`config.mk`:
```
export PLATFORM = sky130hd
export DESIGN_NAME = spi_fifo_seq
export DESIGN_NICKNAME = d
export VERILOG_FILES = /design/src/rtl/spi_fifo_seq.sv
export SDC_FILE = /design/constraint.sdc
export NUM_CORES = 1
export LEC_CHECK = 0
export BUFFER_PORTS_ARGS = -buffer_cell sky130_fd_sc_hd__clkbuf_2
export CAP_MARGIN = 20
export CELL_PAD_IN_SITES_DETAIL_PLACEMENT = 0
export CELL_PAD_IN_SITES_GLOBAL_PLACEMENT = 2
export CORE_MARGIN = 4
export CORE_UTILIZATION = 37
export DETAILED_ROUTE_END_ITERATION = 10
export GPL_ROUTABILITY_DRIVEN = 0
export PLACE_DENSITY = 0.83
export RECOVER_POWER = 50
export SYNTH_ARGS = -nofsm -noshare
export SYNTH_HDL_FRONTEND = slang
export SYNTH_SLANG_ARGS = --single-unit
export TNS_END_PERCENT = 100
```
`constraint.sdc`:
```
create_clock -name clk -period 2.8 [get_ports clk]
set_input_delay 0.28 -clock clk [delete_from_list [all_inputs] [get_ports clk]]
set_output_delay 0.28 -clock clk [all_outputs]
set_load 0.03 [all_outputs]
```
`src/rtl/spi_fifo_seq.sv`:
```
// spi_fifo_seq: TX/RX byte FIFOs feeding an SPI controller via start/busy.
// Define SPI_FIFO_RX_EN to build the RX FIFO, rx_overflow and clear_flags.
module spi_fifo_seq #(
  parameter int DEPTH_LOG2 = 2
) (
  input  logic       clk,
  input  logic       rst,
  input  logic       tx_valid,
  input  logic [7:0] tx_data,
  input  logic       tx_dc,
  input  logic       tx_end,
  input  logic       tx_rx,
  output logic       tx_ready,
  output logic       rx_valid,
  output logic [7:0] rx_data,
  input  logic       rx_ready,
  output logic       rx_overflow,
  input  logic       clear_flags,
  output logic       idle,
  output logic       spi_start,
  output logic [7:0] spi_data,
  output logic       spi_dc,
  output logic       spi_end_txn,
  input  logic       spi_busy,
  input  logic [7:0] spi_rdata
);

  localparam int DEPTH = 1 << DEPTH_LOG2;
  localparam logic [DEPTH_LOG2:0] CNT_FULL = (DEPTH_LOG2+1)'(DEPTH);
  localparam logic [DEPTH_LOG2:0] CNT_ONE = (DEPTH_LOG2+1)'(1);
  localparam logic [DEPTH_LOG2-1:0] PTR_ONE = DEPTH_LOG2'(1);

  typedef enum logic [1:0] {
    S_IDLE,
    S_WAIT_BUSY,
    S_WAIT_DONE
  } state_e;

  state_e state_q, state_d;

  logic [10:0]           tx_mem_q [DEPTH];
  logic [DEPTH_LOG2-1:0] tx_wr_q, tx_rd_q;
  logic [DEPTH_LOG2:0]   tx_cnt_q, tx_cnt_d;
  logic                  tx_push, tx_pop;
  logic [10:0]           tx_head;

  logic       start_q, start_d;
  logic [7:0] data_q, data_d;
  logic       dc_q, dc_d;
  logic       end_q, end_d;
  logic       pend_q, pend_d;
  logic       rx_cap;

  assign tx_ready = tx_cnt_q != CNT_FULL;
  assign tx_push  = tx_valid && tx_ready;
  assign tx_head  = tx_mem_q[tx_rd_q];

  assign spi_start   = start_q;
  assign spi_data    = data_q;
  assign spi_dc      = dc_q;
  assign spi_end_txn = end_q;

  assign idle = (tx_cnt_q == '0) && (state_q == S_IDLE) && !spi_busy;

  always_comb begin
    tx_cnt_d = tx_cnt_q;
    if (tx_push && !tx_pop) begin
      tx_cnt_d = tx_cnt_q + CNT_ONE;
    end else if (!tx_push && tx_pop) begin
      tx_cnt_d = tx_cnt_q - CNT_ONE;
    end
  end

  always_comb begin
    state_d = state_q;
    start_d = 1'b0;
    data_d  = data_q;
    dc_d    = dc_q;
    end_d   = end_q;
    pend_d  = pend_q;
    tx_pop  = 1'b0;
    rx_cap  = 1'b0;
    unique case (state_q)
      S_IDLE: begin
        if ((tx_cnt_q != '0) && !spi_busy) begin
          start_d = 1'b1;
          data_d  = tx_head[7:0];
          dc_d    = tx_head[8];
          end_d   = tx_head[9];
          pend_d  = tx_head[10];
          tx_pop  = 1'b1;
          state_d = S_WAIT_BUSY;
        end
      end
      S_WAIT_BUSY: begin
        if (spi_busy) begin
          state_d = S_WAIT_DONE;
        end
      end
      S_WAIT_DONE: begin
        if (!spi_busy) begin
          rx_cap  = pend_q;
          state_d = S_IDLE;
        end
      end
      default: state_d = S_IDLE;
    endcase
  end

  always_ff @(posedge clk) begin
    if (rst) begin
      state_q  <= S_IDLE;
      start_q  <= 1'b0;
      data_q   <= 8'h00;
      dc_q     <= 1'b0;
      end_q    <= 1'b0;
      pend_q   <= 1'b0;
      tx_wr_q  <= '0;
      tx_rd_q  <= '0;
      tx_cnt_q <= '0;
    end else begin
      state_q  <= state_d;
      start_q  <= start_d;
      data_q   <= data_d;
      dc_q     <= dc_d;
      end_q    <= end_d;
      pend_q   <= pend_d;
      tx_cnt_q <= tx_cnt_d;
      if (tx_push) begin
        tx_wr_q <= tx_wr_q + PTR_ONE;
      end
      if (tx_pop) begin
        tx_rd_q <= tx_rd_q + PTR_ONE;
      end
    end
  end

  always_ff @(posedge clk) begin
    if (tx_push) begin
      tx_mem_q[tx_wr_q] <= {tx_rx, tx_end, tx_dc, tx_data};
    end
  end

`ifdef SPI_FIFO_RX_EN
  logic [7:0]            rx_mem_q [DEPTH];
  logic [DEPTH_LOG2-1:0] rx_wr_q, rx_rd_q;
  logic [DEPTH_LOG2:0]   rx_cnt_q, rx_cnt_d;
  logic                  rx_full, rx_push, rx_pop, rx_drop;
  logic                  ovf_q, ovf_d;

  assign rx_valid    = rx_cnt_q != '0;
  assign rx_data     = rx_valid ? rx_mem_q[rx_rd_q] : 8'h00;
  assign rx_overflow = ovf_q;

  assign rx_full = rx_cnt_q == CNT_FULL;
  assign rx_pop  = rx_ready && rx_valid;
  // A full FIFO still accepts a capture when the head leaves on the same edge.
  assign rx_push = rx_cap && (!rx_full || rx_pop);
  assign rx_drop = rx_cap && rx_full && !rx_pop;

  always_comb begin
    rx_cnt_d = rx_cnt_q;
    if (rx_push && !rx_pop) begin
      rx_cnt_d = rx_cnt_q + CNT_ONE;
    end else if (!rx_push && rx_pop) begin
      rx_cnt_d = rx_cnt_q - CNT_ONE;
    end
  end

  always_comb begin
    ovf_d = ovf_q;
    if (rx_drop) begin
      ovf_d = 1'b1;
    end else if (clear_flags) begin
      ovf_d = 1'b0;
    end
  end

  always_ff @(posedge clk) begin
    if (rst) begin
      rx_wr_q  <= '0;
      rx_rd_q  <= '0;
      rx_cnt_q <= '0;
      ovf_q    <= 1'b0;
    end else begin
      rx_cnt_q <= rx_cnt_d;
      ovf_q    <= ovf_d;
      if (rx_push) begin
        rx_wr_q <= rx_wr_q + PTR_ONE;
      end
      if (rx_pop) begin
        rx_rd_q <= rx_rd_q + PTR_ONE;
      end
    end
  end

  always_ff @(posedge clk) begin
    if (rx_push) begin
      rx_mem_q[rx_wr_q] <= spi_rdata;
    end
  end
`else
  logic unused_rx;
  assign unused_rx = ^{rx_cap, pend_q, rx_ready, clear_flags, spi_rdata};

  assign rx_valid    = 1'b0;
  assign rx_data     = 8'h00;
  assign rx_overflow = 1'b0;
`endif

endmodule

```
==> summary.txt <==
Hold Path Class - in2reg
Worst Setup End Kind - register
core area - 6390 sq um
post-DP HPWL - 2750 um
RSZ-0062 raised after global routing - no
share of layout cells above drive strength 1 - 12.7%
Async S/R FF share, synth - 0%
drt drc - 0
CTS Sinks - 60
TritonCTS clock tree - done
Leak Pwr - 0.000956 uW
relative max-transition margin - 52.6%
final WL - 4080 um
Synth Flop Type - edfxtp_1
post-synthesis sequential area ratio - 65.3%
Avg Cell Area, Syn - 14.4 sq um
Die Height - 89.4 um
# setup viols final - 0
I/O Buffers - 26
synthesized flop and latch total - 60
Max Freq - 0.459 GHz
gr ovfl total - 0
Worst Tran Pin Value - 0.709 ns
vias in the first global route - 1350
post-synthesis cell type count - 28
clk root buf - clkbuf_8
Vias/cell - 4.87
Reg area - 1600 sq um
most common cell in the netlist - edfxtp_1
CTS Buffer Depth - 2
Max FO, Critical Path - 12
fill count - 597
Fin. Hold Viols - 0
post-layout util - 42.9%
Final ANT Viol Nets - 0
Synth top cells by count - 40 x edfxtp_1, 20 x dfxtp_1, 15 x o21ai_0
PwrDens - 920 nW/um^2
status - finished clean
PostCTS Resize Cnt - 0
starting DRC count in detailed routing - 114
Post-synth EDFFs - 40
clk_skew - 0.00643 ns
WL per Instance - 14.5 um
final worst path period share - 77.8%
H-tree levels - 3
Peak VDD IR - 413 uV
# diodes - 0
DIE AREA - 8000 sq um
Synth-to-Final Area Change - 11.7%
All-Layer GR Usage - 11.6%
WP data arrival - 2.42 ns
Synth area leaders - edfxtp_1 49%, dfxtp_1 16%, mux4_2 5.5%
CP startpoint kind - register
Synth Cell Area - 2450 sq um
dpl ws - 0.680 ns
number of max-slew violations in the final report - 0
antenna violations before repair - 0
post-route setup TNS - 0 ns
DIE WIDTH - 89.4 um
Final #Nets - 231
drt pass-1 iters - 4
cell row count - 29
routed vias - 1374
Worst-Skew Late Latency - 0.32 ns
area of the multi-input gates - 733 sq um
Clock Pin Slew Worst Setup and Hold Paths - 0.06 ns
Post-Syn Instances - 170
Synth Warn # - 0
pin count of the biggest net entering global routing - 22
wire length of the first global-routing pass - 6680 um
Initial Util - 38.4%
total CTS buffers - 9
Synth top area share - 49.0%
post-CTS setup buffer count - 0
MaxCap Viol Count - 0
PnR worst setup slack - 0.623 ns
Final Critical Period - 2.18 ns
crit path kind - reg2reg
post-cts hold buffer count - 0
Synth area leader - edfxtp_1
WP data required - 3.05 ns
I/O pins - 48
## critical path: stages, from the launching register on
cell and delay (ns):
dfxtp_1 0.33, nor3_1 0.19, clkbuf_1 0.44, nand2_1 0.16
ha_1 0.23, inv_1 0.07, fa_1 0.17, xor2_1 0.07
or3_1 0.30, a21oi_1 0.14
## worst paths after layout
| path | startpoint | end | slack [ns] | depth (start not counted) |
|---|---|---|---|---|
| max | state_q[1] | tx_cnt_q[2] | 0.62 | 9 |
| min | tx_end | tx_mem_q[2][9] | 0.22 | 1 |
| max reg2reg | state_q[1] | tx_cnt_q[2] | 0.62 | 9 |
| min reg2reg | spi_end_txn | spi_end_txn | 0.47 | 2 |
## metrics by stage
stage | hold slack (ns) | cell area [sq um] | total power (uW) | cells
after floorplan | 0.379 | 2490 | 1730 | 179
after global placement | 0.466 | 2610 | 1900 | 266
after detailed placement | 0.469 | 2610 | 1910 | 266
after CTS | 0.150 | 2780 | 2590 | 282
after global routing | 0.203 | 2740 | 2700 | 282
final | 0.217 | 2740 | 2520 | 282
## registers in the layout, summed over array words and instances, names as in the netlist
name / cells
tx_cnt_q: 3
tx_mem_q: 40
tx_rd_q: 2
spi_data: 8
spi_dc: 1
state_q: 2
spi_start: 1
tx_wr_q: 2
spi_end_txn: 1
## metal layers
| metal | global-route usage (%) | part of all wire [%] | vias to the layer above | routed length, um |
|---|---|---|---|---|
| li1 | - | - | 678 | - |
| met1 | 14.6 | 46 | 651 | 1880 |
| met2 | 17.4 | 47 | 40 | 1910 |
| met3 | 5.16 | 5.8 | 5 | 238 |
| met4 | 4.87 | 1.3 | 0 | 55 |
| met5 | 0 | 0 | - | 0 |
## placed cells by master (no fill, tap or decap), types with 2 or more instances in the layout
| cell type | count |
|---|---|
| a21oi_1 | 14 |
| and3_1 | 4 |
| clkbuf_1 | 26 |
| clkbuf_2 | 5 |
| clkbuf_8 | 11 |
| clkinv_2 | 2 |
| conb_1 | 10 |
| dfxtp_1 | 20 |
| edfxtp_1 | 40 |
| ha_1 | 5 |
| inv_1 | 5 |
| mux4_1 | 4 |
| mux4_2 | 6 |
| nand3_1 | 13 |
| nor2_1 | 8 |
| nor3_1 | 2 |
| nor3b_1 | 2 |
| o21ai_0 | 15 |
| or3_1 | 4 |
| xor2_1 | 2 |
## cells by family (layout without fill, tap and decap cells)
group	Yosys count	count (layout)	share of synthesized area, %
AND/OR/NAND/NOR	35	35	7.55
adder cells (fa/ha/maj)	6	6	3.37
XOR/XNOR	3	3	1.07
buffers and inverters	24	50	6.02
other	1	10	0.153
flip-flops	60	60	65.3
multiplexers	12	12	10.7
AO/OA/AOI/OAI	29	29	5.92
## power by group
| group | leakage (uW) | total [uW] | internal (uW) | switching [uW] |
|---|---|---|---|---|
| Clock | 0.0000905 | 671 | 368 | 303 |
| Sequential | 0.000530 | 1170 | 1080 | 94.3 |
| Combinational | 0.000335 | 681 | 254 | 427 |
## area by class of cell
class	count	share of cell area (%)
flip-flops and latches	60	58.4
clock buffers	14	5.93
well taps	77	3.51
inverters	5	0.685
repair buffers	29	4.34
clock inverters	2	0.365
multi-input cells	95	26.7
(Power assumes the default switching activity.)
